[src/rtl/pipe_chunk_adder.sv]
// Pipelined WIDTH-bit adder/subtractor: one CHUNK-bit slice per stage, carries registered between
// stages, operands skewed ahead and result slices deskewed behind, global stall on backpressure.
module pipe_chunk_adder #(
    parameter int WIDTH = 32,
    parameter int CHUNK = 8
) (
    input  logic             clk,
    input  logic             rst_n,
    input  logic             in_valid,
    output logic             in_ready,
    input  logic [WIDTH-1:0] a,
    input  logic [WIDTH-1:0] b,
    input  logic             cin,
    input  logic             sub,
    output logic             out_valid,
    input  logic             out_ready,
    output logic [WIDTH-1:0] sum,
    output logic             cout,
    output logic             ovf
);
    localparam int NSTG = WIDTH / CHUNK;

    if ((WIDTH % CHUNK) != 0) begin : g_bad_width
        $error("pipe_chunk_adder: WIDTH must be an integer multiple of CHUNK");
    end

    logic             adv;
    logic [NSTG-1:0]  vld_q, vld_d;
    logic [WIDTH-1:0] opa_q [NSTG];
    logic [WIDTH-1:0] opb_q [NSTG];
    logic [WIDTH-1:0] res_q [NSTG];
    logic             carry_q [NSTG];
    logic [WIDTH-1:0] opa_d [NSTG];
    logic [WIDTH-1:0] opb_d [NSTG];
    logic [WIDTH-1:0] res_d [NSTG];
    logic             carry_d [NSTG];
    logic [CHUNK:0]   slice;
    logic             cin_k;
    logic             ovf_d;
    logic [WIDTH-1:0] sum_q;
    logic             cout_q, ovf_q;

    assign out_valid = vld_q[NSTG-1];
    assign adv       = out_ready | ~out_valid;
    assign in_ready  = adv;
    assign sum       = sum_q;
    assign cout      = cout_q;
    assign ovf       = ovf_q;

    // Each stage k adds slice k of its (skewed) operands; stage 0 takes them straight from the ports.
    always_comb begin
        vld_d    = vld_q << 1;
        vld_d[0] = in_valid;
        slice    = '0;
        cin_k    = 1'b0;
        ovf_d    = 1'b0;
        for (int k = 0; k < NSTG; k++) begin
            if (k == 0) begin
                opa_d[k] = a;
                opb_d[k] = sub ? ~b : b;
                cin_k    = sub | cin;
                res_d[k] = '0;
            end else begin
                opa_d[k] = opa_q[(k > 0) ? k - 1 : 0];
                opb_d[k] = opb_q[(k > 0) ? k - 1 : 0];
                cin_k    = carry_q[(k > 0) ? k - 1 : 0];
                res_d[k] = res_q[(k > 0) ? k - 1 : 0];
            end
            slice = {1'b0, opa_d[k][k*CHUNK +: CHUNK]} + {1'b0, opb_d[k][k*CHUNK +: CHUNK]}
                  + {{CHUNK{1'b0}}, cin_k};
            res_d[k][k*CHUNK +: CHUNK] = slice[CHUNK-1:0];
            carry_d[k] = slice[CHUNK];
            // Carry into the MSB is recovered as a^b^s at that bit.
            if (k == NSTG - 1) begin
                ovf_d = opa_d[k][WIDTH-1] ^ opb_d[k][WIDTH-1] ^ slice[CHUNK-1] ^ slice[CHUNK];
            end
        end
    end

    always_ff @(posedge clk) begin
        if (adv) begin
            for (int k = 0; k < NSTG; k++) begin
                opa_q[k]   <= opa_d[k];
                opb_q[k]   <= opb_d[k];
                res_q[k]   <= res_d[k];
                carry_q[k] <= carry_d[k];
            end
        end
    end

    // Output registers load only from valid slots so they keep reset values until the first result.
    always_ff @(posedge clk or negedge rst_n) begin
        if (!rst_n) begin
            vld_q  <= '0;
            sum_q  <= '0;
            cout_q <= 1'b0;
            ovf_q  <= 1'b0;
        end else if (adv) begin
            vld_q <= vld_d;
            if (vld_d[NSTG-1]) begin
                sum_q  <= res_d[NSTG-1];
                cout_q <= carry_d[NSTG-1];
                ovf_q  <= ovf_d;
            end
        end
    end
endmodule

[config.mk]
export PLATFORM = sky130hd
export DESIGN_NAME = pipe_chunk_adder
export DESIGN_NICKNAME = d
export VERILOG_FILES = /design/src/rtl/pipe_chunk_adder.sv
export SDC_FILE = /design/constraint.sdc
export NUM_CORES = 1
export LEC_CHECK = 0
export CORE_ASPECT_RATIO = 0.7
export CORE_MARGIN = 2
export CORE_UTILIZATION = 30
export DETAILED_ROUTE_END_ITERATION = 10
export GPL_ROUTABILITY_DRIVEN = 0
export HOLD_SLACK_MARGIN = 0.12
export PLACE_DENSITY = 0.57
export SKIP_LAST_GASP = 1
export SLEW_MARGIN = 30
export SYNTH_ARGS = -nofsm -noshare
export SYNTH_HDL_FRONTEND = slang
export SYNTH_SLANG_ARGS = --single-unit
[constraint.sdc]
create_clock -name clk -period 4.05 [get_ports clk]
set_input_delay 0.405 -clock clk [delete_from_list [all_inputs] [get_ports clk]]
set_output_delay 0.405 -clock clk [all_outputs]
set_load 0.05 [all_outputs]
==> results.json <==
{
  "grt_overflow": 0,
  "cts_hold_buf": 0,
  "setup_viol": 0,
  "fin_setup_tns_ps": 0,
  "finalHoldViolCount": 0,
  "yosysMostFrequentCell": "edfxtp_1",
  "cts_tree": "yes",
  "seq_area_frac_synth": 0.730,
  "syn_avg_cell_area_sq_um": 17.2,
  "reg2reg_depth": 7,
  "core_sq_um": 23900,
  "die_h_um": 135,
  "drive_above_1_share": 0.121,
  "htreeDepth": 4,
  "critPathCapture": "res_q[0][6]",
  "detail_route.first_pass.iterations": 5,
  "crit_chain": "clkdlybuf4s50_1 > xor2_1 > fa_1 > inv_1 > fa_1 > nor2b_1 > o21ai_1 > a21boi_0 > o31ai_1 > a21boi_0",
  "min_path_type": "reg2reg",
  "worst_pin_slew_ps": 847,
  "fin_skew_ps": 11.9,
  "drv_cap": 0,
  "rsz0062_at_grt": "false",
  "postCtsResizedCells": 0,
  "drc": 0,
  "syn_to_final_growth_pct": 27.4,
  "path_clk_slew_ps": 70,
  "netlist_instances": 428,
  "cts.sinks": 185,
  "crit_path_end_kind": "register",
  "ys_types": 34,
  "worst_ir_drop_vdd_mv": 0.411,
  "slowest_stage": "clkdlybuf4s50_1",
  "synth_edf_count": 147,
  "clock_path_buffers": 2,
  "cpPeakStageDelay_ps": 470,
  "fp.dieW_um": 191,
  "routed_via_density": 4.26,
  "fin_crit_ps": 2570,
  "post-route-period-util": 0.636,
  "synthFlopType": "edfxtp_1",
  "crit_type": "in2reg",
  "reg2reg_slack_ps": 1520,
  "rows": 47,
  "required_ps": 4200,
  "power_per_cell_area_nw_per_um2": 767,
  "timing.rr.end": "carry_q[1]",
  "r2r_start": "opa_q[0][8]",
  "startpoint_type": "input port",
  "start_util": 0.308,
  "finalMaxSlewViolations": 0,
  "yosysWarnings": 0,
  "syn_area_sq_um": 7350,
  "track_usage": 0.0997,
  "path_buf_inv": 2,
  "crit_path_start": "b[0]",
  "vias": 3742,
  "pin_count": 106,
  "power_uw": 7180,
  "hpwl_um": 8510,
  "routed_wl_um": 12400,
  "yosysTopAreaCellShare": 0.601,
  "fin_nets": 653,
  "critical_path.top_delay_family": "compound AO/OA/AOI/OAI gates",
  "post_cts_buffers": 0,
  "clock-root-buffer": "clkbuf_16",
  "dieArea_sq_um": 25800,
  "routedWlPerCell_um": 14.1,
  "insertion_delay_ps": 420,
  "port_buffers": 105,
  "synthTopCellsByCount": "edfxtp_1 (147), xor2_1 (40), dfrtp_1 (38)",
  "grt_max_degree": 84,
  "synth_top_area_cell": "edfxtp_1",
  "path_depth": 10,
  "cp_max_fo": 3,
  "antenna_found_initial": 0,
  "outcome": "finished, final reports clean",
  "max-slew-margin-rel": 0.435,
  "ys_ff_latch": 185,
  "grt_pass1_wl_um": 19700,
  "max_freq_mhz": 388,
  "async_reset_ff_frac": 0.205,
  "worstPathArrival_ps": 2730,
  "synth.area.top_cells": "edfxtp_1 (60%), dfrtp_1 (13%), ha_1 (4.8%)",
  "syn_nets": 534,
  "leakage_uw": 0.00358,
  "cts_buffers": 17,
  "first_iter_violations": 159,
  "grt_pass1_vias": 3843,
  "ant_nets": 0
}
worst min path at each step:
stage	start	endpoint	slack, ps	cells after the start
floorplan	rst_n	cout	110	0
global placement	res_q[1][9]	res_q[2][9]	400	0
detailed placement	opa_q[0][20]	opa_q[1][20]	400	0
CTS	rst_n	sum[14]	140	1
global route	opa_q[1][30]	opa_q[2][30]	420	0
finish	opb_q[0][29]	opb_q[1][29]	410	0
metal layers:
| metal | track usage | up-vias | share of wire |
|---|---|---|---|
| met1 | 0.123 | 1801 | 0.45 |
| met2 | 0.167 | 91 | 0.50 |
| met3 | 0.0249 | 20 | 0.041 |
| li1 | - | 1830 | - |
| met5 | 0 | - | 0 |
| met4 | 0.0410 | 0 | 0.017 |
cell families after synthesis:
| logic type | count (synthesis) | synth area share |
|---|---|---|
| multiplexers | 28 | 0.0429 |
| AO/OA/AOI/OAI | 67 | 0.0611 |
| flip-flops | 185 | 0.730 |
| AND/OR/NAND/NOR | 40 | 0.0240 |
| adder cells (fa/ha/maj) | 36 | 0.0694 |
| XOR/XNOR | 51 | 0.0608 |
| buffers and inverters | 21 | 0.0119 |
per-stage QoR:
| step | area [sq um] | setup WS (ps) | util | instances | hold slack [ps] |
|---|---|---|---|---|---|
| 2_1_floorplan | 7350 | 208 | - | 428 | 109 |
| 3_3_place_gp | 8780 | 1310 | 0.368 | 845 | 402 |
| 3_5_place_dp | 8780 | 1090 | 0.368 | 845 | 405 |
| 4_1_cts | 9340 | 1500 | 0.391 | 877 | 139 |
| 5_1_grt | 9360 | 1380 | 0.392 | 878 | 417 |
| 6_report | 9360 | 1480 | 0.392 | 879 | 415 |
cells in the final DEF (no fill, tap or decap), drive strengths merged:
cell	Yosys	final
edfxtp	147	147
clkdlybuf4s50	0	103
xor2	40	40
dfrtp	38	38
mux2	28	28
ha	28	28
inv	12	19
clkbuf	2	18
nor2	16	16
o21ai	15	15
a21o	13	13
a21oi	13	13
nand2	12	12
xnor2	11	11
fa	8	8
clkinv	0	7
o21a	6	6
o21bai	5	5
a211oi	5	5
buf	7	5
nor3	3	3
o211a	2	2
nor4	2	2
nor2b	2	2
a21boi	2	2
o31ai	2	2
nand2b	2	2
diode	0	1
or2	1	1
or3	1	1
o22ai	1	1
o31a	1	1
and3	1	1
a221oi	1	1
o211ai	1	1
dlygate4sd3	0	1
registers in the layout, indices dropped and copies added, names as in the netlist:
signal / count
sum: 32
carry_q: 3
vld_q: 4
opa_q: 48
ovf: 1
res_q: 48
cout: 1
opb_q: 48
power breakdown:
| part | leakage (uW) | switching [uW] | internal, uW |
|---|---|---|---|
| Sequential | 0.00193 | 243 | 2920 |
| Clock | 0.000277 | 749 | 815 |
| Combinational | 0.00138 | 1490 | 962 |
| Total | 0.00358 | 2490 | 4690 |
layout make-up:
type | count | area (sq um)
diodes | 1 | 2.50
multi-input cells | 222 | 1910
fillers | 2221 | 14500
clock buffers | 18 | 429
well taps | 318 | 398
clock inverters | 14 | 131
flip-flops and latches | 185 | 5370
repair buffers | 109 | 1080
inverters | 12 | 45.0
Note: power is estimated with default switching activity, not from simulation.
